File: config.mk
export PLATFORM = sky130hd
export DESIGN_NAME = aes_key_expand
export DESIGN_NICKNAME = d
export VERILOG_FILES = /design/src/rtl/aes_key_expand.sv
export SDC_FILE = /design/constraint.sdc
export NUM_CORES = 2
export LEC_CHECK = 0
export BUFFER_PORTS_ARGS = -buffer_cell sky130_fd_sc_hd__buf_2
export CAP_MARGIN = 20
export CORE_AREA = 8 8 452 786
export DETAILED_ROUTE_END_ITERATION = 12
export DIE_AREA = 0 0 460 794
export GPL_TIMING_DRIVEN = 0
export PLACE_DENSITY = 0.44
export RECOVER_POWER = 50
export SYNTH_ARGS = -nofsm -noshare
export SYNTH_HDL_FRONTEND = slang
export SYNTH_SLANG_ARGS = --single-unit
File: constraint.sdc
create_clock -name clk -period 5.4 [get_ports clk]
set_input_delay 0 -clock clk [delete_from_list [all_inputs] [get_ports clk]]
set_output_delay 0 -clock clk [all_outputs]
set_load 0.05 [all_outputs]
File: src/rtl/aes_key_expand.sv
// AES-128 key schedule: streams round keys 0..10 one per clock and keeps them in an indexed register file.
// Optional AES_KEY_CACHE_EN: skips re-expansion when the last fully expanded key is loaded again.
module aes_key_expand #(
    parameter int NR = 10
) (
    input  logic         clk,
    input  logic         rst,
    input  logic [127:0] key_in,
    input  logic         key_ld,
    output logic [127:0] rk_out,
    output logic [3:0]   rk_idx,
    output logic         rk_vld,
    output logic         busy,
    output logic         done,
    input  logic [3:0]   rd_idx,
    output logic [127:0] rd_key
);

    localparam logic [3:0] LAST = 4'(NR);

    localparam logic [2047:0] SBOX_TBL = {
        128'h637c777bf26b6fc53001672bfed7ab76,
        128'hca82c97dfa5947f0add4a2af9ca472c0,
        128'hb7fd9326363ff7cc34a5e5f171d83115,
        128'h04c723c31896059a071280e2eb27b275,
        128'h09832c1a1b6e5aa0523bd6b329e32f84,
        128'h53d100ed20fcb15b6acbbe394a4c58cf,
        128'hd0efaafb434d338545f9027f503c9fa8,
        128'h51a3408f929d38f5bcb6da2110fff3d2,
        128'hcd0c13ec5f974417c4a77e3d645d1973,
        128'h60814fdc222a908846eeb814de5e0bdb,
        128'he0323a0a4906245cc2d3ac629195e479,
        128'he7c8376d8dd54ea96c56f4ea657aae08,
        128'hba78252e1ca6b4c6e8dd741f4bbd8b8a,
        128'h703eb5664803f60e613557b986c11d9e,
        128'he1f8981169d98e949b1e87e9ce5528df,
        128'h8ca1890dbfe6426841992d0fb054bb16
    };

    typedef enum logic [1:0] {
        IDLE,
        LOAD,
        EXPAND
    } state_t;

    state_t         state_q;
    state_t         state_d;
    logic [127:0]   key_store [0:10];
    logic [127:0]   next_rk;
    logic           key_accept;
    logic           cache_hit;
    logic           start;

    // Byte b sits (255-b) bytes above the bottom of the packed table, i.e. at bit offset {~b,3'b0}.
    function automatic logic [7:0] sbox(input logic [7:0] b);
        return SBOX_TBL[{~b, 3'b000} +: 8];
    endfunction

    function automatic logic [7:0] rcon(input logic [3:0] r);
        case (r)
            4'd1:    return 8'h01;
            4'd2:    return 8'h02;
            4'd3:    return 8'h04;
            4'd4:    return 8'h08;
            4'd5:    return 8'h10;
            4'd6:    return 8'h20;
            4'd7:    return 8'h40;
            4'd8:    return 8'h80;
            4'd9:    return 8'h1b;
            4'd10:   return 8'h36;
            default: return 8'h00;
        endcase
    endfunction

    // One key-schedule round applied to the key currently on rk_out, producing round rk_idx+1.
    always_comb begin
        logic [31:0] w0, w1, w2, w3, rot, t, n0, n1, n2, n3;
        w0  = rk_out[127:96];
        w1  = rk_out[95:64];
        w2  = rk_out[63:32];
        w3  = rk_out[31:0];
        rot = {w3[23:0], w3[31:24]};
        t   = {sbox(rot[31:24]), sbox(rot[23:16]), sbox(rot[15:8]), sbox(rot[7:0])}
              ^ {rcon(rk_idx + 4'd1), 24'h000000};
        n0  = w0 ^ t;
        n1  = w1 ^ n0;
        n2  = w2 ^ n1;
        n3  = w3 ^ n2;
        next_rk = {n0, n1, n2, n3};
    end

`ifdef AES_KEY_CACHE_EN
    logic [127:0] cache_key;
    logic         cache_vld;

    always_ff @(posedge clk or negedge rst) begin
        if (!rst) begin
            cache_key <= '0;
            cache_vld <= 1'b0;
        end else if (state_q == EXPAND && rk_idx == LAST) begin
            cache_key <= key_store[0];
            cache_vld <= 1'b1;
        end
    end

    assign cache_hit = cache_vld && (key_in == cache_key);
`else
    assign cache_hit = 1'b0;
`endif

    assign key_accept = (state_q == IDLE) && key_ld;
    assign start      = key_accept && !cache_hit;

    always_ff @(posedge clk or negedge rst) begin
        if (!rst) begin
            state_q <= IDLE;
        end else begin
            state_q <= state_d;
        end
    end

    always_comb begin
        state_d = state_q;
        case (state_q)
            IDLE:    if (start) state_d = LOAD;
            LOAD:    state_d = EXPAND;
            EXPAND:  if (rk_idx == LAST) state_d = IDLE;
            default: state_d = IDLE;
        endcase
    end

    // rk_idx doubles as the round counter; each new round key is written to the store as it is streamed.
    always_ff @(posedge clk or negedge rst) begin
        if (!rst) begin
            rk_out <= '0;
            rk_idx <= '0;
            rk_vld <= 1'b0;
            busy   <= 1'b0;
            done   <= 1'b0;
            for (int i = 0; i <= 10; i++) begin
                key_store[i] <= '0;
            end
        end else begin
            done <= (state_q == EXPAND && rk_idx == LAST - 4'd1) || (key_accept && cache_hit);
            case (state_q)
                IDLE: begin
                    if (start) begin
                        rk_out       <= key_in;
                        rk_idx       <= '0;
                        rk_vld       <= 1'b1;
                        busy         <= 1'b1;
                        key_store[0] <= key_in;
                    end
                end
                LOAD, EXPAND: begin
                    if (rk_idx != LAST) begin
                        rk_out                     <= next_rk;
                        rk_idx                     <= rk_idx + 4'd1;
                        key_store[rk_idx + 4'd1]   <= next_rk;
                    end else begin
                        rk_vld <= 1'b0;
                        busy   <= 1'b0;
                    end
                end
                default: ;
            endcase
        end
    end

    always_comb begin
        rd_key = '0;
        if (rd_idx <= LAST) begin
            rd_key = key_store[rd_idx];
        end
    end

endmodule

Yosys cells after proc, flatten, opt, wreduce, memory -nomap -nowiden
Memories as Yosys holds them, arrays and structs flattened.
Index checks and enable logic that the tools add are counted.
{"block": "word_totals", "register_bits": 1544, "mem_bits_ro": 128, "inputBits": 135, "out_inout_bits": 263, "wordCells": 77, "mem_count": 1}
{"memory": "(no name shown)", "depth": 16, "width": 8, "read_ports": 1, "rd_ports_with_merged_regs": 0, "write_ports": 0, "line_no": "60", "text": "case (r)"}
{"block": "op_classes", "n_addsub": 1, "order_cmp": 4, "eq_ne": 9, "shift": 4, "muxes": 21, "n_bitwise": 11, "n_reduce_logical": 10}
{"cell": "$shiftx A2048 B12 Y8 const A", "count": 4}
{"cell": "$bwmux W1408", "count": 1}
{"cell": "$mux W1408", "count": 1}
{"cell": "$mux W128", "count": 6}
{"cell": "$bmux W128 S4", "count": 1}
{"cell": "$demux W128 S4", "count": 1}
{"cell": "$pmux W128 S2", "count": 2}
{"cell": "$xor A32 B32 Y32", "count": 5}
{"cell": "$not A8 Y8", "count": 4}
{"cell": "$ge A5 B5 Y1 const B", "count": 2}
{"cell": "$not A4 Y5", "count": 2}
{"cell": "$eq A4 B4 Y1 const B", "count": 2}
{"cell": "$mux W4", "count": 2}
{"cell": "$ne A2 B2 Y1 const B", "count": 4}
{"cell": "$pmux W4 S2", "count": 1}
{"cell": "$pmux W2 S3", "count": 1}
{"cell": "$reduce_and A3 Y1", "count": 2}
{"cell": "$lt A5 B1 Y1 const B", "count": 1}
{"cell": "$add A4 B1 Y4 const B", "count": 1}
{"cell": "$le A4 B4 Y1 const B", "count": 1}
{"cell": "$mux W2", "count": 2}
{"cell": "$ne A4 B4 Y1 const B", "count": 1}
{"cell": "$reduce_and A2 Y1", "count": 2}
{"cell": "$logic_and A1 B1 Y1", "count": 3}
{"cell": "other kinds (7)", "count": 8}

Depth between registers and ports, before layout
{"block": "depth", "ltp_word": 10, "ltp_mapped": 17, "mapped_depth_nobuf": 11}

Least setup slack after synthesis
OpenSTA, ideal clock, no wires.
{"block": "synth_path", "path_kind": "register to register", "startpoint": "reg rk_out[16]", "endpoint": "reg key_store[1048] in the netlist's numbering", "arrival_ns": 4.302, "path_slack_ns": 0.965, "path_stages_with_launch": 16, "n_path_buf": 5, "period_less_slack_ns": 4.435, "path_cell_list": "dfrtp_1 > clkbuf_1 > buf_2 > clkbuf_1 > inv_1 > ha_1 > clkbuf_1 > or2_2 > o32ai_1 > a2111oi_0 > a211oi_1 > a211oi_2 > xnor3_1 > xnor2_1 > clkbuf_1 > o21ai_0"}
{"block": "synth_between", "elab_chain_cells": 8}
{"element": "start: declaration", "line_no": "10", "text": "output logic [127:0] rk_out,"}
{"element": "start signal: assignment", "line_no": "148", "text": "rk_out <= key_in;"}
{"element": "start signal: assignment", "line_no": "157", "text": "rk_out <= next_rk;"}
{"element": "$not A8 Y8", "line_no": "56", "text": "return SBOX_TBL[{~b, 3'b000} +: 8];"}
{"element": "$shiftx A2048 B12 Y8", "line_no": "56"}
{"element": "$xor A32 B32 Y32", "line_no": "84", "text": "^ {rcon(rk_idx + 4'd1), 24'h000000};"}
{"element": "$xor A32 B32 Y32", "line_no": "85", "text": "n0 = w0 ^ t;"}
{"element": "$xor A32 B32 Y32", "line_no": "86", "text": "n1 = w1 ^ n0;"}
{"element": "$xor A32 B32 Y32", "line_no": "87", "text": "n2 = w2 ^ n1;"}
{"element": "$xor A32 B32 Y32", "line_no": "88", "text": "n3 = w3 ^ n2;"}
{"element": "$bwmux W1408", "line_no": "159", "text": "key_store[rk_idx + 4'd1] <= next_rk;"}
{"element": "end signal: indexed assignment", "line_no": "159"}
{"element": "end: declaration", "line_no": "48", "text": "logic [127:0] key_store [0:10];"}
No other way between the ends.
A chain may end at the register's enable or synchronous reset.

Final worst setup path
{"block": "layout_path", "startpoint": "reg rk_out[1]", "endpoint": "reg rk_out[14]"}
{"block": "layout_between", "elab_chain_cells": 9}
{"element": "$not A8 Y8", "line_no": "56"}
{"element": "$shiftx A2048 B12 Y8", "line_no": "56"}
{"element": "$xor A32 B32 Y32", "line_no": "84"}
{"element": "$xor A32 B32 Y32", "line_no": "85"}
{"element": "$xor A32 B32 Y32", "line_no": "86"}
{"element": "$xor A32 B32 Y32", "line_no": "87"}
{"element": "$xor A32 B32 Y32", "line_no": "88"}
{"element": "$mux W128", "line_no": "156", "text": "if (rk_idx != LAST) begin"}
{"element": "$pmux W128 S2", "line_no": "145", "text": "case (state_q)"}
No other way between the ends. The select of a mux whose other input is x is not followed.

==> reports/results.md <==
| Quantity | Value |
|:---|:---|
| Multi-input logic area | 0.0438 mm² |
| Kind of launch point of the worst setup path | flop |
| Worst-case headroom to the max-slew limit | -108% |
| Cell area after synthesis | 0.0857 mm² |
| Final routed wirelength across all metal layers | 544000 µm |
| Count of max-cap constraint violations | 4 |
| CP Data Arrival Time | 6.14 ns |
| Initial antenna violation count | 73 |
| Horiz. Die Dim | 460 µm |
| Worst setup slack after layout | -0.0614 ns |
| Combinational family with the most area after synthesis | compound AO/OA/AOI/OAI gates |
| Number of register bits inferred by synthesis | 1544 |
| Number of filler instances in the final layout | 36600 |
| Post-Syn Nets | 9323 |
| Clock latency at the later pin of the worst-skew pair | 0.89 ns |
| Worst Path Max Fanout | 10 |
| Count of final hold-check violations | 0 |
| Worst-case setup slack after placement | -2.83 ns |
| TritonCTS clock tree | done |
| Most common cell after layout, fill and taps aside | sky130_fd_sc_hd__nand2_1 |
| Number of global-route vias before repair | 82600 |
| Overall overflow remaining after global route | 0 |
| F_max | 183 MHz |
| Outcome | finished, violations left |
| Final weighted congestion in routability-driven placement | 1.01 |
| Proportion of synthesized chip area in sequential cells | 45.1% |
| Number of standard cells after synthesis | 9124 |
| Clock sink total | 1544 |
| Global-route wire length before repair | 730000 µm |
| Largest clock skew in the final design | 0.119 ns |
| Post-DR wirelength/cell | 37.0 µm |
| Clock slew at reported path FFs | 0.07 ns |
| Min cycle time layout | 5.46 ns |
| Share of synthesized cell area in full adder, half adder and majority cells | 0.935% |
| Via count of the routed design | 83700 |
| Largest net degree at the start of global routing | 170 |
| Area growth from synthesis to final layout | 20.2% |
| CTS buffer count | 159 |
| Final setup violation count | 29 |
| Core Rows | 285 |
| Xor/xnor share of the synthesized area | 2.64% |
| Ports | 398 |
| Failing checks | max-capacitance violations, max-slew violations, negative setup slack |
| Detailed-placement wirelength estimate | 425000 µm |
| Initial detailed-routing violation count | 9874 |
| Fraction of layout cells with a size suffix above 1 | 14.0% |
| Buffer depth of the longest clock path | 4 |
| Pin slew with the least headroom to its limit | 3.12 ns |
| Compound-gate portion of the synthesized area | 19.7% |
| DIE AREA | 0.365 mm² |
| CP Capture Type | flop |
| Overall die height | 794 µm |
| Footprint of the flip-flops and latches | 0.0387 mm² |
| CP Class | reg2reg |
| Class of the most critical hold timing path | in2reg |
| Initial Util | 24.9% |
| Final Slew Violations | 546 |
| Post-route DRC violation count | 0 |
| Global Route Usage Sum | 28.6% |
| Data required time at the worst endpoint | 6.08 ns |
| Simple logic cell fraction of the synthesized area | 13.8% |
| Post-synth EDFFs | 0 |
| Clock tree root buffer cell | sky130_fd_sc_hd__clkbuf_16 |
| Most used cells in the layout excluding fill and tap cells | sky130_fd_sc_hd__nand2_1 (1599), sky130_fd_sc_hd__dfrtp_1 (1535), sky130_fd_sc_hd__o21ai_0 (1511), sky130_fd_sc_hd__clkbuf_1 (879), sky130_fd_sc_hd__a21oi_1 (493) |
| Count of warnings emitted by yosys | 0 |
| Post-synthesis cell type count | 113 |
| Part of the cycle the worst path needs | 101% |
| Number of nets still failing antenna checks after routing | 0 |
| Commonest register cell after synthesis | sky130_fd_sc_hd__dfrtp_1 |
| Total of buffers placed on input and output ports | 395 |
| H-Tree Depth | 4 |
| Vias per Instance | 5.70 |
| Final net count | 10200 |
| First-pass detailed-route iteration total | 6 |
| Async set-reset flop share out of synthesis | 100% |
| Core area | 0.344 mm² |
| Average cell area after synthesis | 9.39 µm² |
| Mux cell area share after synthesis | 12.9% |
## per-layer routing
metal / up-vias / global-route usage [%] / routed length (µm)
met2: 4905 / 46.2 / 251000
li1: 34300 / - / -
met1: 42900 / 31.6 / 189000
met3: 1602 / 7.62 / 49000
met4: 32 / 22.7 / 55100
met5: - / 0 / 199
## flip-flops by register name, summed over array words and instances, names as in the netlist
name,cells
key_store,1408
rk_out,128
rk_idx,4
state_q,2
busy,1
done,1
## repair_timing
item                                    in CTS  in global routing
resized for setup                          213                 77
pin swaps                                   12                  5
setup buffers                               41                  8
endpoints found under the setup margin    1529                580
endpoints found under the hold margin      458                  0
hold buffers                               134                  0
## area by class of cell
cell class | count | share of cell area, %
Antenna cell | 46 | 0.112
Buffer | 969 | 4.06
Clock buffer | 230 | 4.54
Clock inverter | 40 | 0.484
Inverter | 61 | 0.261
Multi-Input combinational cell | 6540 | 42.5
Sequential cell | 1544 | 37.5
Tap cell | 4592 | 5.58
Timing Repair Buffer | 677 | 4.94
## stage by stage
stage               cell area [µm²]  hold WS (ns)  std cells  TNS (ns)  utilization [%]
finish                       103000        0.0534      14700    -0.589             30.0
global route                 103000        0.0641      14700   -0.0165             29.9
CTS                          103000      0.000169      14600         0             29.9
detailed placement            95100       -0.0936      14200  -2255.41             27.7
global placement              93400         0.297      14100         -             27.2
floorplan                     85700        -0.296       9124         0                -
## final timing paths
check                                    start        endpoint  slack, ns  cells past startpoint
min in group asynchronous                  rst  key_store[421]       0.54                      4
worst max register to register       rk_out[1]      rk_out[14]      -0.06                     16
worst min register to register  key_store[627]  key_store[627]       0.47                      2
worst min-delay path                key_in[88]      rk_out[88]       0.05                      4
max in group asynchronous                  rst  key_store[349]       0.61                      8
worst max-delay path                 rk_out[1]      rk_out[14]      -0.06                     16
## logic make-up after synthesis
kind of cell / after synthesis
DFF: 1544
AOI/OAI and AO/OA: 2880
adders and majority gates: 64
buffers and inverters: 1040
xor gates and xnor gates: 196
and+or+nand+nor: 2695
muxes: 705
## cells in the mapped netlist, types with 112 or more instances
master,count,area (µm²)
sky130_fd_sc_hd__a21oi_1,495,2480
sky130_fd_sc_hd__nand2b_1,112,701
sky130_fd_sc_hd__o22ai_1,210,1310
sky130_fd_sc_hd__mux2i_1,349,3490
sky130_fd_sc_hd__mux4_2,313,7050
sky130_fd_sc_hd__o21ai_0,1514,7580
sky130_fd_sc_hd__nor2_1,380,1430
sky130_fd_sc_hd__nand3_1,132,661
sky130_fd_sc_hd__dfrtp_1,1544,38600
sky130_fd_sc_hd__nand2_1,1600,6010
sky130_fd_sc_hd__buf_2,139,696
sky130_fd_sc_hd__clkbuf_1,718,2700
## critical path, cell delays in order, from the launching register on
cell and delay (ns):
sky130_fd_sc_hd__dfrtp_4 0.44, sky130_fd_sc_hd__buf_2 0.26, sky130_fd_sc_hd__buf_4 0.27, sky130_fd_sc_hd__clkinvlp_4 0.23, sky130_fd_sc_hd__ha_1 0.23, sky130_fd_sc_hd__buf_2 0.22, sky130_fd_sc_hd__nand2b_2 0.35, sky130_fd_sc_hd__a21oi_2 0.29
sky130_fd_sc_hd__o21ai_0 0.34, sky130_fd_sc_hd__a22o_1 0.35, sky130_fd_sc_hd__mux4_2 0.63, sky130_fd_sc_hd__xnor2_4 0.38, sky130_fd_sc_hd__buf_8 0.23, sky130_fd_sc_hd__xnor2_2 0.20, sky130_fd_sc_hd__clkbuf_4 0.36, sky130_fd_sc_hd__nand3_1 0.13
sky130_fd_sc_hd__nand3_1 0.32
Power is not shown: default switching activity piles up to over one toggle a cycle in this logic, so the estimate is an artifact.
